$ cat src/rtl/wrap_addsub_pipe.sv
// wrap_addsub_pipe: 2-stage add/sub pipeline, modulo-LIMIT correction.
// Ports: clk, rst_n, in_valid/in_ready/mode/a/b in; out_valid/out_ready/result/out_of_range/op_err out.
// Macro WRAP_ADDSUB_WRAP_EN: wrap out-of-range results (default: saturate).
module wrap_addsub_pipe #(
  parameter int WIDTH = 5,
  parameter int LIMIT = 32
) (
  input  logic             clk,
  input  logic             rst_n,
  input  logic             in_valid,
  output logic             in_ready,
  input  logic             mode,
  input  logic [WIDTH-1:0] a,
  input  logic [WIDTH-1:0] b,
  output logic             out_valid,
  input  logic             out_ready,
  output logic [WIDTH-1:0] result,
  output logic             out_of_range,
  output logic             op_err
);

  localparam logic [WIDTH:0]   LIM  = (WIDTH+1)'(LIMIT);
  localparam logic [WIDTH-1:0] MAXV = WIDTH'(LIMIT - 1);

  logic en;
  assign en       = !out_valid || out_ready;
  assign in_ready = en;

  logic           v1;
  logic           mode1;
  logic           err1;
  logic [WIDTH:0] raw1;

  logic [WIDTH:0] a_x;
  logic [WIDTH:0] b_x;
  assign a_x = {1'b0, a};
  assign b_x = {1'b0, b};

  always_ff @(posedge clk or negedge rst_n) begin
    if (!rst_n) begin
      v1    <= 1'b0;
      mode1 <= 1'b0;
      err1  <= 1'b0;
      raw1  <= '0;
    end else if (en) begin
      v1    <= in_valid;
      mode1 <= mode;
      err1  <= (a_x >= LIM) || (b_x >= LIM);
      raw1  <= mode ? a_x - b_x : a_x + b_x;
    end
  end

  // raw1 is unsigned for add, two's complement for sub
  logic             hi;
  logic             lo;
  logic [WIDTH-1:0] res_d;
  logic             oor_d;

  assign hi = !err1 && !mode1 && (raw1 >= LIM);
  assign lo = !err1 && mode1 && raw1[WIDTH];

  always_comb begin
    res_d = '0;
    oor_d = 1'b0;
    unique case (1'b1)
      err1: begin
        res_d = '0;
      end
      hi: begin
        oor_d = 1'b1;
`ifdef WRAP_ADDSUB_WRAP_EN
        res_d = WIDTH'(raw1 - LIM);
`else
        res_d = MAXV;
`endif
      end
      lo: begin
        oor_d = 1'b1;
`ifdef WRAP_ADDSUB_WRAP_EN
        res_d = WIDTH'(raw1 + LIM);
`else
        res_d = '0;
`endif
      end
      default: begin
        res_d = raw1[WIDTH-1:0];
      end
    endcase
  end

  always_ff @(posedge clk or negedge rst_n) begin
    if (!rst_n) begin
      out_valid    <= 1'b0;
      result       <= '0;
      out_of_range <= 1'b0;
      op_err       <= 1'b0;
    end else if (en) begin
      out_valid    <= v1;
      result       <= res_d;
      out_of_range <= oor_d;
      op_err       <= err1;
    end
  end

endmodule

$ cat config.mk
export PLATFORM = sky130hd
export DESIGN_NAME = wrap_addsub_pipe
export DESIGN_NICKNAME = d
export VERILOG_FILES = /design/src/rtl/wrap_addsub_pipe.sv
export SDC_FILE = /design/constraint.sdc
export NUM_CORES = 1
export LEC_CHECK = 0
export CAP_MARGIN = 20
export CORE_ASPECT_RATIO = 0.75
export CORE_MARGIN = 2
export CORE_UTILIZATION = 40
export CTS_CLUSTER_SIZE = 8
export DETAILED_ROUTE_END_ITERATION = 12
export PLACE_DENSITY_LB_ADDON = 0.1
export SLEW_MARGIN = 15
export SYNTH_ARGS = -nofsm -noshare
export SYNTH_HDL_FRONTEND = slang
export SYNTH_SLANG_ARGS = --single-unit
$ cat constraint.sdc
create_clock -name clk -period 1 [get_ports clk]
set_input_delay 0.2 -clock clk [delete_from_list [all_inputs] [get_ports clk]]
set_output_delay 0.2 -clock clk [all_outputs]
set_load 0.005 [all_outputs]
# == Word level (Yosys, flattened, before mapping) ==
# Cells that the tools add are included.
# word_totals
ff_bits,17
output_inout_bits,9
wordCells,27
inputBits,15
# classes
mux,3
n_reduce_logical,11
order_cmp,3
addsub,2
# op_table
op,count
5-bit by 6-bit greater-or-equal comparator with 1-bit output (second input constant),2
5-bit one-hot mux with 2 select lines,1
5-bit by 5-bit adder with 6-bit output,1
6-bit greater-or-equal comparator (second input constant),1
6-bit 2-to-1 mux,1
5-bit by 5-bit subtractor with 6-bit output,1
1-bit logical AND,4
2-bit OR reduction,2
1-bit logical NOT,3
1-bit logical OR,2
1-bit 2-to-1 mux,1

# == Longest topological paths before layout ==
# Gate-level depths: netlist (run 1).
# logic_depth
ltp_word,5
mapped_depth,9
ltp_nobuf,9

# == Worst setup path after synthesis (run 1) ==
# Ideal clock, no wire load.
# synth_timing
path_kind,input -> register
startpoint,input b[0]
endpoint,register raw1[3]
path_stages,8
path_slack_ps,-694
setup_ps,92
path_buffers,0
t_arrival_ps,1602
path_cell_list,inv_1 ha_1 mux2i_1 ha_1 nor2b_2 o21a_1 o21a_1 o31ai_2
# synth_between
elab_chain_cells,2
# synth_lines
element,line,text
"start, declared",14,"input logic [WIDTH-1:0] b,"
5-bit by 5-bit adder with 6-bit output / 5-bit by 5-bit subtractor with 6-bit output (equally long branches),49,raw1 <= mode ? a_x - b_x : a_x + b_x;
6-bit 2-to-1 mux *,49,
"end signal, assigned",49,
"end, declared",32,logic [WIDTH:0] raw1;
# Mark *: on every way between the ends. The rest lies on a longest branch, timed or not.
# A chain may end at the register's enable or synchronous reset.

# == Worst setup path in the final report (run 1) ==
# layout_timing
startpoint,input b[1]
endpoint,register raw1[4]
# The elaborated chain is that of the path after synthesis.

==> summary by stage, run 1 <==
Cells and area
In the final layout, the multi-input gates occupy roughly 630 um2. The total number of nets in the final design is around 170. The number of fill cells is about 130. The layout cell share with drive strength beyond 1 is between 50 and 60%. The sequential standard cell area is between 300 and 400 um2.

Relative to the synthesized area, the layout overhead comes to 83.1%. The final antenna diode count is 0.

STA
Timing would allow up to 669 MHz. The final period utilization is 149%. The setup violation total in the final timing report is 17. The slack of the critical path is -494 ps. The tightest hold path in the finished design has a slack of 243 ps. Setup repair after global routing could not meet its margin everywhere. The smallest clock period supported by the final layout is computed as 1490 ps. The final hold violation count is 0. The total count of max-transition violations in the final report is 0.

The clock skew is 1.93 ps.

Synth
In this run, distinct cell masters in the synthesized netlist total 27. The sequential fraction of the synthesis area is 43.4%. Sorting the synthesized cells by area gives the leading types as sky130_fd_sc_hd__dfrtp_1, sky130_fd_sc_hd__ha_1, sky130_fd_sc_hd__nand2_1, sky130_fd_sc_hd__o21ai_0, sky130_fd_sc_hd__xnor2_1. The primary flip-flop cell chosen by synthesis mapping is sky130_fd_sc_hd__dfrtp_1. Counting flops and latches in the post-synthesis netlist gives 15. The share of async-settable or async-resettable flops after synthesis is 100%. The total number of yosys warnings is 0. Counting every net in the synthesized netlist gives around 120. The number of enable-type register cells in the synthesized netlist is 0. The cell area after technology mapping is 866 um2. The cell with the most instances after synthesis is sky130_fd_sc_hd__nand2_1. A synthesized cell averages 9.02 um2.

Summed over all instances, the cell type with the most area after synthesis is sky130_fd_sc_hd__dfrtp_1. The area fraction of the dominant cell type after synthesis is 43.4%. In the synthesized netlist, the number of instances is 96. By count the netlist is led by sky130_fd_sc_hd__nand2_1, sky130_fd_sc_hd__dfrtp_1, sky130_fd_sc_hd__o21ai_0.

Worst setup path
At the worst endpoint, the arrival time is 1670 ps. The maximum fanout encountered on the critical timing path is 2. The signal on the critical path passes through buf_12, inv_12, ha_4, mux2i_4, fa_2, a21o_1, a21oi_4, xor2_2, o21ai_1.

The worst setup path is captured at a flip-flop. The launching element type of the critical path is an input port. On the critical path, the stage with the largest delay is an instance of sky130_fd_sc_hd__fa_2.

The peak per-stage delay on the critical path is 420 ps. The required time reported for the critical path endpoint is approximately 1200 ps. The critical path class is in -> reg.

Global routing
The via count of the first global-routing pass is approximately 800. The overall routing resource usage is 18.7%. The pin count of the biggest net entering global routing is 16. The global-route wire length before repair is roughly 3.6 mm. The initial antenna violation count is 0. After global routing the overflow that remains totals 0.

Route
After detailed routing, the average wire length per cell comes to 13.5 um. For this block, the initial DRC count from the detailed router was 12. The post-route antenna net violation count is 0. The total vias in the final route is 856. The number of optimization iterations in the first detailed-route pass is 4. The average vias per placed instance is around 4.9. After detailed routing, the total wire length is ~2.3 mm. The final routed DRC violation total is 0.

Clocking
For the worst-skew pair, the clock arrives at the later sink with an insertion delay of 280 ps. The clock transition time at the flip-flop clock pins of the worst setup and hold paths is 90 ps. The TritonCTS clock tree is built. The tree is rooted in a sky130_fd_sc_hd__clkbuf_4.

CTS built an H-tree with a depth of 1. The number of sinks handled by clock tree synthesis is 15. The CTS buffer count is 3. The buffer levels on the longest clock path is 2.

Floorplanning
The core footprint is around 0.0020 mm2. The initialized floorplan defines 14 standard-cell rows. The height of the die is 44.3 um. The die outline width is 57.7 um.

Once the floorplan was initialized, standard cells occupied ~43% of the core. The die covers between 0.002 and 0.003 mm2. 24 I/O pins were placed.

Power and ir drop
In this run the static leakage power is 0.749 nW. The power density over the cells is 1480 mW/mm2. VDD sags by at most 1370 uV. The final total power is 0.00235 W.

Placed design
The last weighted congestion value of the routability-driven placer is 0.798. Buffers placed on the I/O ports in this run total 22. Summed over all nets, the half-perimeter wirelength after detailed placement is 1.39 mm.

Run status
The final reports fail on setup timing. The run finished, with violations left.

Flow run
The number of max-cap violations is 0.

Worst hold path
The class of the worst hold path is in -> async.
[per-stage QoR]
stage | std cells | TNS (ps) | instance area (um2) | utilization (%) | setup slack [ps]
after floorplan | 96 | -2260 | 908 | - | -633
after global placement | 153 | -10040 | 1260 | 61.9 | -1400
after detailed placement | 153 | -10150 | 1260 | 61.9 | -1410
after CTS | 165 | -2850 | 1400 | 68.8 | -492
after global routing | 174 | -3860 | 1590 | 78.0 | -577
final | 174 | -3010 | 1590 | 78.0 | -494
[layer usage]
layer / vias up / wire length [um] / global-route usage [%] / share of wire [%]
met5: - / 0 / 0 / 0
met4: 0 / 0 / 1.86 / 0
met1: 400 / 1090 / 27.2 / 47
li1: 429 / - / - / -
met3: 0 / 163 / 6.43 / 7.0
met2: 27 / 1090 / 28.2 / 46
[final cells by class]
cell class	instances	area share (%)
clock buffers	4	1.66
inverters	6	2.21
well taps	24	1.89
multi-input cells	72	39.6
flip-flops and latches	15	23.7
repair buffers	53	30.9
[final timing paths]
check                               start      end  slack [ps]  cells after the start
worst max-delay path                 b[1]  raw1[4]        -490                      9
worst min-delay path                rst_n  raw1[3]         240                      2
worst max register to register  out_valid  raw1[3]        -180                      4
worst min register to register         v1       v1         490                      2
max in group asynchronous           rst_n       v1         640                      2
min in group clk                     a[0]  raw1[0]         280                      4
[report_power, final]
part	switching, W	leakage, nW	internal [W]
combinational	0.000494	0.557	0.000642
sequential	0.000101	0.177	0.000764
clock	0.000192	0.0150	0.000155
[critical path: cells and delay by family]
family          cells  cell delay, ps
compound gates      3             460
xor+xnor            1             160
mux                 1              60
buf+inv             2             120
fa+ha+maj           2             670
[cell usage in the layout (no fill, tap or decap), types with 3 or more instances in the layout]
cell and instances:
sky130_fd_sc_hd__a21o_1 4, sky130_fd_sc_hd__a21oi_2 3, sky130_fd_sc_hd__buf_2 8, sky130_fd_sc_hd__buf_4 19
sky130_fd_sc_hd__buf_6 12, sky130_fd_sc_hd__clkbuf_4 3, sky130_fd_sc_hd__clkdlybuf4s50_1 7, sky130_fd_sc_hd__dfrtp_1 15
sky130_fd_sc_hd__ha_1 3, sky130_fd_sc_hd__inv_2 3, sky130_fd_sc_hd__nand2_1 10, sky130_fd_sc_hd__nand2_2 6
sky130_fd_sc_hd__nand2_4 3, sky130_fd_sc_hd__o21ai_0 4, sky130_fd_sc_hd__o21ai_1 3, sky130_fd_sc_hd__o21ai_2 4
sky130_fd_sc_hd__xnor2_1 3
[cell families after synthesis]
| group | Yosys count | share of synthesized area [%] |
|---|---|---|
| buffers and inverters | 9 | 4.62 |
| other | 1 | 0.433 |
| muxes | 1 | 1.16 |
| AOI/OAI and AO/OA | 26 | 18.6 |
| DFF | 15 | 43.4 |
| xor gates and xnor gates | 5 | 5.06 |
| adders and majority gates | 7 | 11.0 |
| and+or+nand+nor | 32 | 15.8 |
[repair_timing]
action	4_1_cts	5_1_grt
buffers inserted	8	9
gates cloned	2	1
resized for setup	91	26
pin swaps	25	23
hold buffers	0	0
setup endpoints to repair	21	23
[flip-flops by register name, summed over array words and instances, names as in the netlist]
signal,flops
mode1,1
raw1,6
result,5
out_valid,1
v1,1
out_of_range,1
No activity file was read; power rests on OpenSTA's default activity.
==> inputs of run 2 (changes only) <==
- CORE_UTILIZATION: 40 -> 46
==> summary by stage, run 2 (synthesis results as in run 1) <==
Placed design
The placed wire-length estimate after detailed placement came to 1.50 mm (was 1.39 mm). The count of port buffers added during placement was 22 (unchanged). The number of cells in the design after placement came to 151 (was 153). The last weighted congestion value of the routability-driven placer is 0.778 (was 0.798).

Floorplanning
The height of the die is 41.6 um (was 44.3 um). The core footprint was 0.00176 mm2 (was 0.00203 mm2). The die outline width is 54.1 um (was 57.7 um). The row count was 13 (was 14).

The die area is 0.00225 mm2 (was 0.00256 mm2). The number of top-level pins is 24 (unchanged). The initial standard-cell utilization of the core is 49.3% (was 42.6%).

Worst setup path
The peak per-stage delay on the critical path is 330 ps (was 420 ps). The required time reported for the critical path endpoint came to 1220 ps (was 1180 ps). The type of destination of the critical path is a flip-flop (unchanged). The arrival time of data at the critical path endpoint is 1880 ps (was 1670 ps). CP Cell Sequence: buf_6, buf_6, nor3_4, nor2_2, xnor2_1, ha_1, a21o_1, a21oi_2, nand3_1, a31oi_1 (was buf_12, inv_12, ha_4, mux2i_4, fa_2, a21o_1, a21oi_4, xor2_2, o21ai_1). In this design, the critical path's most frequently occurring cell is sky130_fd_sc_hd__buf_6. The cell type of the slowest stage on the worst timing path is sky130_fd_sc_hd__ha_1 (was sky130_fd_sc_hd__fa_2).

The maximum fanout encountered on the critical timing path is 4 (was 2). The launching element type of the critical path is an input port (unchanged). The critical path class was in -> reg (unchanged).

STA
The clock skew was 19.3 ps (was 1.93 ps). The final total negative setup slack is -3720 ps (was -3010 ps). The slack of the critical path came to -654 ps (was -494 ps). The final hold violation count is 0 (unchanged). The maximum frequency from static timing analysis is 605 MHz (was 669 MHz).

The final period utilization is 165% (was 149%). The final worst hold slack came to 191 ps (was 243 ps). The total count of max-transition violations in the final report is 0 (unchanged).

RSZ-0062 raised after global routing: yes (unchanged). The setup violation total in the final timing report is 22 (was 17). The time the final worst path needs with I/O delays and setup came to 1650 ps (was 1490 ps).

Cells and area
The area of the multi-input gates was 621 um2 (was 628 um2). The register with the most flip-flops is raw1 (unchanged). The sequential standard cell area is 375 um2 (unchanged).

The number of cells in the finished layout apart from fillers is 170 (was 174). The most frequent standard cell in the layout excluding fill and tap cells is sky130_fd_sc_hd__buf_4 (unchanged). Regs by FF count: raw1 x6, result x5 (unchanged). The final antenna diode count is 0 (unchanged). The number of flip-flops under the largest register name is 6 (unchanged). The layout cell share with drive strength beyond 1 is 56.8% (was 56.7%).

The layout overhead on the synthesized area is 84.4% (was 83.1%). The number of fill cells is 75 (was 128). The final cell utilization of the core is 90.9% (was 78.0%). The total number of nets in the final design was 171 (was 173).

Leading cell types in the layout, fill and taps excluded: sky130_fd_sc_hd__buf_4, sky130_fd_sc_hd__dfrtp_1, sky130_fd_sc_hd__buf_6 (unchanged).

Clocking
The CTS buffer count is 3 (unchanged). The number of buffers added to fix hold violations after cts is 0 (unchanged). The root buffer cell is sky130_fd_sc_hd__clkbuf_4 (unchanged).

The number of sinks handled by clock tree synthesis is 15 (unchanged). The TritonCTS clock tree is built (unchanged). The clock latency on the worst-skew pair is 300 ps (was 280 ps). The number of H-tree branching levels is 1 (unchanged). The clock transition time at the flip-flop clock pins of the worst setup and hold paths came to 110 ps (was 90 ps). The buffer levels on the longest clock path is 2 (unchanged).

Flow run
The number of max-cap violations was 0 (unchanged).

Power and ir drop
The power density over the cells is 1570 mW/mm2 (was 1480 mW/mm2). The static leakage is 0.770 nW (was 0.749 nW). The worst voltage drop across the vdd grid was 1300 uV (was 1370 uV).

Global routing
The total overflow reported by the global router is 0 (unchanged). The overall routing resource usage is 27.8% (was 18.7%). The via count of the first global-routing pass is 967 (was 790). The initial antenna violation count was 0 (unchanged).

The pin count of the biggest net entering global routing is 16 (unchanged). The global-route wire length before repair was 4.36 mm (was 3.60 mm).

Run status
Outcome: finished with violations (unchanged). Violations in the final reports: setup timing (unchanged).

Worst hold path
The class of the worst hold path is in -> async (unchanged).

Route
The final routed wire length divided by cell count is 20.1 um (was 13.5 um). The aggregate routed wire length was 3.42 mm (was 2.34 mm). The post-route antenna net violation count came to 0 (unchanged). The number of optimization iterations in the first detailed-route pass is 4 (unchanged). The number of design-rule violations left by the first detailed-router iteration was 33 (was 12).

The average vias per placed instance was 5.67 (was 4.92). The total vias in the final route was 964 (was 856). The final routed DRC violation total is 0 (unchanged).
## run 2: cell count changes in the layout (fill, tap and decap cells not counted), sizes merged
| cell | previous run | this run |
|---|---|---|
| clkinv | 0 | 1 |
| buf | 42 | 40 |
| clkbuf | 6 | 5 |
## run 2: cell type report
| type | count | share of cell area (%) |
|---|---|---|
| Multi-Input combinational cell | 72 | 38.9 |
| Tap cell | 22 | 1.72 |
| Clock buffer | 3 | 1.41 |
| Sequential cell | 15 | 23.5 |
| Clock inverter | 1 | 0.313 |
| Timing Repair Buffer | 51 | 32.0 |
| Inverter | 6 | 2.19 |
## run 2: what timing repair did
item	in CTS	in global routing
gates cloned	2	1
buffers inserted	11	8
pin swaps	24	18
endpoints found under the setup margin	22	23
resized for setup	89	31
## run 2: through the flow
stage | worst slack [ps] | cell area, um2 | power [W]
after floorplan | -633 | 908 | 0.00123
after global placement | -1390 | 1240 | 0.00162
after detailed placement | -1400 | 1240 | 0.00164
after CTS | -465 | 1450 | 0.00211
after global routing | -678 | 1600 | 0.00261
final | -654 | 1600 | 0.00250
## run 2: final timing paths
kind | start | end | slack (ps) | cells after the start
setup / recovery | b[0] | raw1[5] | -650 | 10
hold / removal | rst_n | raw1[5] | 190 | 2
setup reg to reg | out_valid | raw1[3] | -210 | 4
hold reg to reg | raw1[4] | raw1[4] | 510 | 2
max in group asynchronous | rst_n | result[0] | 610 | 2
min in group clk | a[0] | raw1[0] | 290 | 4
## run 2: where the power goes
part           switching (W)  internal, W  total [W]  leakage, nW
combinational       0.000585     0.000647    0.00123        0.575
clock               0.000229     0.000149   0.000378       0.0177
sequential          0.000128     0.000764   0.000892        0.177
## run 2: routing by layer
| metal | up-vias | wire, um | track usage, % |
|---|---|---|---|
| li1 | 428 | - | - |
| met1 | 465 | 1410 | 31.2 |
| met2 | 51 | 1640 | 45.9 |
| met3 | 20 | 202 | 10.1 |
| met4 | 0 | 172 | 13.0 |
| met5 | - | 0 | 0 |
## run 2: critical path, delay by kind of cell
kind                       cells  cell delay [ps]
and+or+nand+nor                3              380
xor gates and xnor gates       1              220
buffers and inverters          2              220
AOI/OAI and AO/OA              3              540
adders and majority gates      1              330
